File: src/rtl/wb_unit.sv
// Writeback unit: arbitrates load and execute results into a single register-file write,
// extends load data by type, and counts acknowledged writebacks.
module wb_unit (
    input  logic        clk,
    input  logic        rst,
    input  logic        exu_valid,
    output logic        exu_ready,
    input  logic        exu_rfwe,
    input  logic [4:0]  exu_rdaddr,
    input  logic [63:0] exu_result,
    input  logic        lsu_valid,
    output logic        lsu_ready,
    input  logic [4:0]  lsu_rdaddr,
    input  logic [63:0] lsu_rdata,
    input  logic [2:0]  lsu_funct3,
    input  logic [2:0]  lsu_addr_lo,
    output logic        RFwe,
    output logic [4:0]  rdaddr,
    output logic [63:0] rd,
    output logic        wb_valid,
    input  logic        wb_finish,
    output logic        load_err,
    output logic [63:0] instret
);

    localparam logic [1:0] S_IDLE  = 2'd0;
    localparam logic [1:0] S_WRITE = 2'd1;
    localparam logic [1:0] S_WAIT  = 2'd2;

    logic [1:0]  state;
    logic        ent_rfwe;
    logic        ent_err;
    logic [63:0] shifted;
    logic [63:0] load_value;

    // A producer's valid/ready pair transfers on a cycle where both are high; the
    // producer holds its payload stable until then. Load wins over execute.
    assign lsu_ready = (state == S_IDLE) && !rst;
    assign exu_ready = (state == S_IDLE) && !rst && !lsu_valid;

    assign wb_valid = (state == S_WRITE);
    assign RFwe     = (state == S_WRITE) && ent_rfwe && (rdaddr != 5'd0);
    assign load_err = (state == S_WRITE) && ent_err;

    assign shifted = lsu_rdata >> {lsu_addr_lo, 3'b000};

    always_comb begin
        load_value = 64'd0;
        case (lsu_funct3)
            3'b000:  load_value = {{56{shifted[7]}}, shifted[7:0]};
            3'b001:  load_value = {{48{shifted[15]}}, shifted[15:0]};
            3'b010:  load_value = {{32{shifted[31]}}, shifted[31:0]};
            3'b011:  load_value = shifted;
            3'b100:  load_value = {56'd0, shifted[7:0]};
            3'b101:  load_value = {48'd0, shifted[15:0]};
            3'b110:  load_value = {32'd0, shifted[31:0]};
            default: load_value = 64'd0;
        endcase
    end

    always_ff @(posedge clk) begin
        if (rst) begin
            state    <= S_IDLE;
            ent_rfwe <= 1'b0;
            ent_err  <= 1'b0;
            rdaddr   <= 5'd0;
            rd       <= 64'd0;
            instret  <= 64'd0;
        end else begin
            case (state)
                S_IDLE: begin
                    if (lsu_valid) begin
                        state    <= S_WRITE;
                        ent_rfwe <= 1'b1;
                        ent_err  <= (lsu_funct3 == 3'b111);
                        rdaddr   <= lsu_rdaddr;
                        rd       <= load_value;
                    end else if (exu_valid) begin
                        state    <= S_WRITE;
                        ent_rfwe <= exu_rfwe;
                        ent_err  <= 1'b0;
                        rdaddr   <= exu_rdaddr;
                        rd       <= exu_result;
                    end
                end
                S_WRITE: state <= S_WAIT;
                S_WAIT: begin
                    // Only an acknowledge seen here retires the entry.
                    if (wb_finish) begin
                        state   <= S_IDLE;
                        instret <= instret + 64'd1;
                    end
                end
                default: state <= S_IDLE;
            endcase
        end
    end

endmodule

File: config.mk
export PLATFORM = sky130hd
export DESIGN_NAME = wb_unit
export DESIGN_NICKNAME = d
export VERILOG_FILES = /design/src/rtl/wb_unit.sv
export SDC_FILE = /design/constraint.sdc
export NUM_CORES = 1
export LEC_CHECK = 0
export CAP_MARGIN = 10
export CORE_MARGIN = 1.5
export CORE_UTILIZATION = 42
export CTS_CLUSTER_DIAMETER = 150
export DETAILED_ROUTE_END_ITERATION = 7
export GPL_TIMING_DRIVEN = 0
export PLACE_DENSITY = 0.74
export SYNTH_ARGS = -nofsm -noshare
export SYNTH_HDL_FRONTEND = slang
export SYNTH_SLANG_ARGS = --single-unit
File: constraint.sdc
create_clock -name clk -period 3.5 [get_ports clk]
set_clock_uncertainty 0.1 [all_clocks]
set_input_delay 1.05 -clock clk [delete_from_list [all_inputs] [get_ports clk]]
set_output_delay 1.05 -clock clk [all_outputs]
set_load 0.02 [all_outputs]
==> impl_results.md <==
- Critical path type: in -> out
- Primary FF master, synth: dfxtp_1
- Cell variety after synth: 65
- Fraction of layout cells with a size suffix above 1: a little over a tenth
- Register area share after synthesis: a little under a third
- Largest net degree at the start of global routing: 20
- First-pass GRT wire length: about 54000 µm
- Vias: ~9500
- Full die area: approximately 21000 µm²
- #FFs+latches synth: roughly 140
- Detail Route met3 WL: 3015 µm
- Max Cap Viol: 0
- Area grow syn2layout: 44.62%
- Crit-path cells: clkbuf_2, clkbuf_2, buf_2, nor3_1, dlygate4sd2_1
- Fin util: between 60 and 70%
- Sw frac: approximately a third
- Startpoint Class: input pin
- Final wirelength: approximately 35000 µm
- First DRT Iteration DRCs: 757
- Final setup violation count: 0
- CP Data Required Time: between 2 and 2.5 ns
- Mapped Nets: approximately 1200
- DRT Pass-1 Iters: 5
- DIE WIDTH: 145.9 µm
- Net switching power: 1626 µW
- Total track usage: 32.54%
- Total CTS buffers: 17
- Critical-path top delay cell: dlygate4sd2_1
- Endpoint, Worst Hold: ent_err
- Core area: a little over 20000 µm²
- Final Non-Filler Cells: roughly 1600
- Final Hold Viols: 0
- CTS tree: built
- Syn_area_per_cell: approximately 8.6 µm²
- Buffers on Ports: 283
- Drt via density: roughly 6.0
- Num Clock Sinks: around 140
- Worst Tran Pin Value: ~0.87 ns
- Clock slew at the register clock pins of the worst setup and hold paths: 0.06 ns
- Wl on met1: approximately 15000 µm
- R2R setup slack: 0.77 ns
- GRT Residual Overflow: 0
- Hold Path Class: reg -> reg
- Die H: about 150 µm
- Clock network power share: about two fifths
- Post-synth EDFFs: 0
- Status: finished, final reports clean
- Post-route ant nets: 0
- Pwr/cell area: approximately 390 nW/µm²
- RD Place Congestion: 0.9886
- RSZ-0062 raised after global routing: no
- CP max stage delay: 0.34 ns
- Async SR Flop Fraction: 0%
- Pins over their slew limit: 0
- Worst hold stages: 2
- Reg2Reg Depth: 7
- Critical Path End Type: output pin
- DPL Wire Length: between 20000 and 30000 µm
- Worst-path fanout max: 10
- Combinational power share: 25.9%
- Clock buffer depth: 2
- Worst IR drop on VDD: 0.0003032 V
- # rows: 52
- Vias in the first global route: just over 9000
- CTS Root Cell: clkbuf_16
- Fillers: ~1800
- Hold path start: ent_err
- Period utilization: 98.45%
- Worst-Skew Late Latency: around 0.44 ns
- Min cycle time layout: 3.446 ns
- Seq pwr share: 35.0%
- Initial antenna violation count: 2
- H-tree depth: 4
- Max-Slew Margin vs Limit: around 42%
- Design Power: slightly below 5000 µW
- Reg2reg end: rd[29]
- Mapped Area: about 8600 µm²
- Cells after synthesis: 1001
- I/O pin cnt: around 290
- Pleak: approximately 0.0044 µW
- FF-to-FF Start: state[1]
- Wire length per cell: around 22 µm
- Placed cells: about 1600
- DR top layer: met4
- Critical path arrival: approximately 2.3 ns
- Internal: approximately 3300 µW
- TNS Setup: 0 ns
- Initial Utilization: between 40% and 50%
- DRC Markers: 0
- Met2 wire length: approximately 15000 µm
- FMAX: roughly 290 MHz
- Synth Warn #: 0
- Most used cell, CP: clkbuf_2
- Layout Nets: around 1500
power by group through the flow:
stage	registers, µW	logic (µW)	clock network (µW)
finish	1710	1260	1910
global route	1720	1330	2000
CTS	1710	1240	1920
detailed placement	1740	1230	0
global placement	1740	1230	0
floorplan	1840	543	0
state kept, by name, summed over array words and instances, names as in the netlist:
| register | cells |
|---|---|
| instret | 64 |
| rd | 64 |
| rdaddr | 5 |
| ent_err | 1 |
| ent_rfwe | 1 |
| state | 2 |
cell usage in the layout (no fill, tap or decap), drive strengths merged, types with 16 or more instances in the layout:
master	count
a211oi	38
a21oi	78
nor3	16
mux4	21
clkdlybuf4s50	280
mux2i	58
a221oi	30
nor2	99
buf	48
dfxtp	137
o31ai	25
or4	26
nand4	18
nand2	73
nand3	33
inv	18
nor2b	23
or3	20
o21ai	32
clkbuf	59
layout make-up:
cell class	instances	area [µm²]	area share, %
flip-flops and latches	137	2743	22.11
diodes	2	5.005	0.04035
plain buffers	89	425.4	3.429
clock inverters	15	197.7	1.594
clock buffers	17	425.4	3.429
repair buffers	283	2828	22.80
well taps	270	337.8	2.723
inverters	9	33.78	0.2723
multi-input cells	765	5409	43.61
through the flow:
step           setup slack (ns)  hold WS (ns)  area, µm²
2_1_floorplan          0.004082        0.3317       8577
3_3_place_gp             -1.318        0.3540      11750
3_5_place_dp             -1.353        0.3507      11750
4_1_cts                 0.06066        0.3598      12390
5_1_grt                0.008147        0.4021      12400
6_report                0.05423        0.3578      12400
critical path: cells and delay by family:
| family | cells | cell delay (ns) |
|---|---|---|
| AND/OR/NAND/NOR | 1 | 0.08 |
| buffers and inverters | 4 | 1.15 |
cell families after synthesis:
| group | after synthesis | synth area share [%] |
|---|---|---|
| adders and majority gates | 1 | 0.1459 |
| muxes | 86 | 13.20 |
| buffers and inverters | 99 | 5.135 |
| xor gates and xnor gates | 27 | 2.757 |
| DFF | 137 | 31.98 |
| and+or+nand+nor | 363 | 23.02 |
| AOI/OAI and AO/OA | 288 | 23.76 |
what timing repair did:
action | CTS | global route
resized for setup | 19 | 3
setup buffers | 0 | 0
hold buffers | 0 | 0
cloned | 0 | 0
endpoints found under the setup margin | 2 | 3
routing by layer:
| layer | up-vias | GRT usage, % |
|---|---|---|
| li1 | 4390 | - |
| met1 | 4517 | 44.59 |
| met2 | 500 | 49.26 |
| met3 | 94 | 6.520 |
| met4 | 0 | 14.95 |
| met5 | - | 0 |
synthesized netlist by cell type (15+ instances only):
cell	instances	area (µm²)
or3_1	20	125.1
dfxtp_1	137	2743
nor2_1	99	371.6
o31ai_1	25	187.7
buf_2	28	140.1
mux4_2	21	473.0
a211oi_1	38	285.3
nor2b_1	23	143.9
a221oi_1	15	131.4
a221oi_2	15	225.2
o21ai_0	30	150.1
clkbuf_1	42	157.7
mux2i_1	58	580.6
nand4_1	16	100.1
or4_1	26	195.2
a31oi_1	15	93.84
nand2_1	72	270.3
nand3_1	33	165.2
a21oi_1	78	390.4
worst max-delay path by stage:
stage	endpoint	cells past startpoint	startpoint
3_5_place_dp	exu_ready	6	lsu_valid
2_1_floorplan	exu_ready	4	lsu_valid
3_3_place_gp	exu_ready	6	lsu_valid
5_1_grt	lsu_ready	5	rst
6_report	lsu_ready	5	rst
4_1_cts	lsu_ready	5	rst
Note: power is estimated with default switching activity, not from simulation.
==> RTL change 1 (same flow settings) <==
Reset style: asynchronous (`rst`), changed in one clocked block.
--- a/src/rtl/wb_unit.sv
+++ b/src/rtl/wb_unit.sv
@@ -59,5 +59,5 @@
     end
 
-    always_ff @(posedge clk) begin
+    always_ff @(posedge clk or posedge rst) begin
         if (rst) begin
             state    <= S_IDLE;
Check against the original RTL: differs if rst is asserted again (counterexample within 4 cycles, from zero or initial values and one cycle with rst high); with rst held inactive, the same outputs for 4 cycles.
==> RTL change 1 against the original RTL <==
- non-clock buffer count decreased by 20
- design area down 0.25%
- synthesized area shrank 1.9%
- final cell count shrank 5.7%
- critical endpoint unchanged
- first-iteration DRC count is 7.5% lower
- sequential cell count is the same
- core utilization up 1.5 points
- wire length shrank 6.8%
- setup slack worse by 0.023 ns
Power is not compared: it rests on default switching activity, and its combinational part moved more than twofold at a synthesized area within 25%.
==> RTL change 1: results (changes against the original RTL) <==
layout:
  drive_above_1_share_pct: 10.2  # was 10.5%
  nFillCells: 1685  # was 1784
  final_cell_area_um2: 12400  # about the same
  multi_input_area_um2: 4750  # was 5410 um^2
  buffers: 352  # was 372
routing:
  first_pass_iters: 7  # was 5
  routedWlPerCell_um: 21.7  # was 21.9 um
  dr_total_vias: 8730  # was 9501
  totalWireLength_um: 32500  # was 34800 um
logic_synthesis:
  synth_compound_area_share_pct: 18.8  # was 23.8%
  synthAdderAreaFrac_pct: 0.149  # was 0.146%
  syn_avg_cell_area_um2: 9.27  # was 8.57 um^2
  synth-seq-area-share_pct: 40.7  # was 32.0%
  synth_nets: 1059  # was 1152
  ys.flop_type: "dfrtp_1"  # was dfxtp_1
placement:
  gp_congestion: 0.958  # was 0.989
  dp_cells: 1464  # was 1554
  dp_slack_ns: -1.06  # was -1.35 ns
  io_buffers: 287  # was 283
floorplan:
  fp.dieW_um: 145  # was 146 um
worst_setup_path:
  reg2reg_from: "state[0]"  # was state[1]
sta:
  relSlewSlack_pct: 30.2  # was 42.1%
min_path:
  min_path_cells: 1  # was 2
  hold_path_end: "instret[63]"  # was ent_err
  worstHoldStart: "instret[63]"  # was ent_err
status:
  outcome: "finished, final reports clean"  # unchanged
global_route:
  antenna_found_initial: 0  # was 2
  grt_pass1_wl_um: 49100  # was 53700 um
RTL change 1: how the worst max path moves through the flow:
| stage | cells after the start | slack, ns | to |
|---|---|---|---|
| after floorplan | 3 | 0.14 | exu_ready |
| after global placement | 5 | -1.04 | exu_ready |
| after detailed placement | 5 | -1.06 | exu_ready |
| after CTS | 8 | 0.002 | rd[18] |
| after global routing | 3 | 0.002 | lsu_ready |
| final | 3 | 0.03 | lsu_ready |
RTL change 1: layer usage:
layer	share of wire [%]	routed length [um]	up-vias
met5	0	0	-
met3	8.9	2900	76
met1	39	12700	4242
met4	4.0	1280	0
li1	-	-	3955
met2	48	15600	457
RTL change 1: worst max-delay path, stage by stage:
cell	delay (ns)
clkdlybuf4s50_1	0.47
nor3_1	0.17
clkdlybuf4s50_1	0.63
RTL change 1: repair_timing:
item / CTS / global route
endpoints found under the setup margin: 56 / 60
cloned: 0 / 0
setup buffers: 0 / 1
resized for setup: 24 / 21
==> RTL change 2 (same flow settings) <==
Without the edit above. Register the output `load_err`, without a reset; this adds one clock of latency there. The other outputs are not delayed to match.
--- a/src/rtl/wb_unit.sv
+++ b/src/rtl/wb_unit.sv
@@ -41,5 +41,7 @@
     assign wb_valid = (state == S_WRITE);
     assign RFwe     = (state == S_WRITE) && ent_rfwe && (rdaddr != 5'd0);
-    assign load_err = (state == S_WRITE) && ent_err;
+    always_ff @(posedge clk) begin
+        load_err <= (state == S_WRITE) && ent_err;
+    end
 
     assign shifted = lsu_rdata >> {lsu_addr_lo, 3'b000};
Check against the original RTL: not equivalent (Yosys sat finds a counterexample within 4 cycles, from zero or initial values and one cycle with rst high).
==> RTL change 2 against the original RTL <==
- core utilization increased by 0.83 points
- synthesized area down 0.50%
- design area is 0.61% lower
- wire length about the same
- critical path type is now in2reg
- clock power decreased by 5%
- setup slack gained 0.061 ns
- sequential cell count up 1
- register-to-register slack better by 0.09 ns
- total power is 1.9% lower
==> RTL change 2: results (changes against the original RTL) <==
status:
  outcome: "finished, final reports clean"  # unchanged
min_path:
  hold_path_end: "ent_err"  # unchanged
  min_path_cells: 2  # unchanged
  hp-class: "reg2reg"  # unchanged
  worstHoldStart: "ent_err"  # unchanged
sta:
  whs_ns: 0.368  # was 0.358 ns
  relSlewSlack_pct: 49.3  # was 42.1%
placement:
  io_buffers: 283  # unchanged
  dp_cells: 1560  # was 1554
  place_area_um2: 11700  # about the same
  dp_hpwl_um: 27200  # was 26800 um
  gp_congestion: 1.02  # was 0.989
  dp_slack_ns: -1.30  # was -1.35 ns
layout:
  final_nets: 1464  # was 1453
  largestRegisters: "instret: 64 flops, rd: 64 flops, rdaddr: 5 flops"  # unchanged
  drive_above_1_share_pct: 9.65  # was 10.5%
  diodes: 0  # was 2
routing:
  routedWlPerCell_um: 21.9  # about the same
  totalWireLength_um: 34800  # about the same
  via_per_inst: 6.08  # was 5.99
  detail_route.iter0.violations: 701  # was 757
  first_pass_iters: 5  # unchanged
worst_setup_path:
  reg2reg_depth: 7  # unchanged
  reg2reg_to: "rd[50]"  # was rd[29]
  cp_slowest_cell: "clkdlybuf4s50_1"  # was dlygate4sd2_1
  max_stage_delay_ns: 0.67  # was 0.34 ns
  crit_family: "buffers and inverters"  # unchanged
  cp_max_fo: 10  # unchanged
  ff2ff_setup_slack_ns: 0.86  # was 0.77 ns
  crit_arrival_ns: 3.56  # was 2.30 ns
logic_synthesis:
  synth_xor_area_share_pct: 3.08  # was 2.76%
  muxShareOfSynthArea_pct: 14.3  # was 13.2%
  synth_top_cells_by_area: "dfxtp_1 32%, mux2i_1 6.8%, mux4_2 5.5%"  # unchanged
  synth_compound_area_share_pct: 21.3  # was 23.8%
  synth_nets: 1163  # was 1152
  syn_avg_cell_area_um2: 8.43  # was 8.57 um^2
  synth-seq-area-share_pct: 32.4  # was 32.0%
  yosysWarnings: 0  # unchanged
  synthTopCellsByCount: "138 x dfxtp_1, 119 x nor2_1, 78 x nand2_1, 64 x a21oi_1, 58 x mux2i_1"  # was 137 x dfxtp_1, 99 x nor2_1, 78 x a21oi_1, 72 x nand2_1, 58 x mux2i_1
  synthAdderAreaFrac_pct: 0.147  # was 0.146%
  async_reset_ff_share_pct: 0  # unchanged
  ys_types: 62  # was 65
clocking:
  numCtsBuffers: 17  # unchanged
  htree_levels: 4  # unchanged
  cts_setup_buffers: 0  # unchanged
  clk_transition_reported_paths_ns: 0.06  # about the same
  clock_latency_ns: 0.43
global_route:
  grt_pass1_wl_um: 53500  # was 53700 um
  grt_util_all_layers_pct: 32.3  # was 32.5%
  antenna_found_initial: 1  # was 2
  grt_max_degree: 20  # unchanged
  grt_pass1_vias: 9376  # was 9151
power_and_ir_drop:
  power_leakage_nw: 4.39  # about the same
  p_int_mw: 3.23  # was 3.25 mW
  irDropWorstVdd_uv: 305  # was 303 uV
==> RTL change 2: worst max path at each step <==
stage	startpoint	endpoint	cells after the start	slack [ns]
global route	lsu_addr_lo[0]	rd[6]	8	0.03
global placement	lsu_valid	exu_ready	6	-1.30
floorplan	lsu_valid	exu_ready	4	0.18
CTS	lsu_valid	exu_ready	5	0.005
finish	lsu_addr_lo[0]	rd[17]	8	0.11
detailed placement	lsu_valid	exu_ready	6	-1.30
==> RTL change 2: power groups by stage <==
stage                     registers [mW]  clock network [mW]  logic [mW]
after floorplan                     1.85                   0       0.528
after detailed placement            1.76                   0        1.22
after CTS                           1.72                1.82        1.23
after global placement              1.75                   0        1.21
final                               1.72                1.81        1.25
after global routing                1.73                1.90        1.32
==> RTL change 2: routing by layer <==
metal	routed length, um	up-vias	share of wire, %	GRT usage, %
met1	14000	4617	40	41.1
met4	1460	2	4.2	14.3
met3	3180	91	9.1	7.49
li1	-	4402	-	-
met2	16100	565	46	52.3
met5	11	-	0.032	0
==> RTL change 2: final cells by class <==
class                   count  area [um^2]
repair buffers            283         2830
clock buffers              17          425
clock inverters            15          154
well taps                 265          332
plain buffers              84          403
flip-flops and latches    138         2760
fillers                  1722         7390
multi-input cells         782         5400
inverters                   7         26.3
==> RTL change 2: worst min-delay path: stages, from the launching register on <==
cell	delay (ns)
dfxtp_1	0.31
nand2_1	0.05
a21oi_1	0.05
==> RTL change 2: cells by family after synthesis <==
| logic type | Yosys count |
|---|---|
| compound gates | 263 |
| xor+xnor | 30 |
| fa+ha+maj | 1 |
| buf+inv | 92 |
| flops | 138 |
| mux | 94 |
| simple gates | 394 |
==> RTL change 2: timing repair <==
action	CTS	global route
gates cloned	0	0
resized for setup	19	9
setup endpoints to repair	12	19
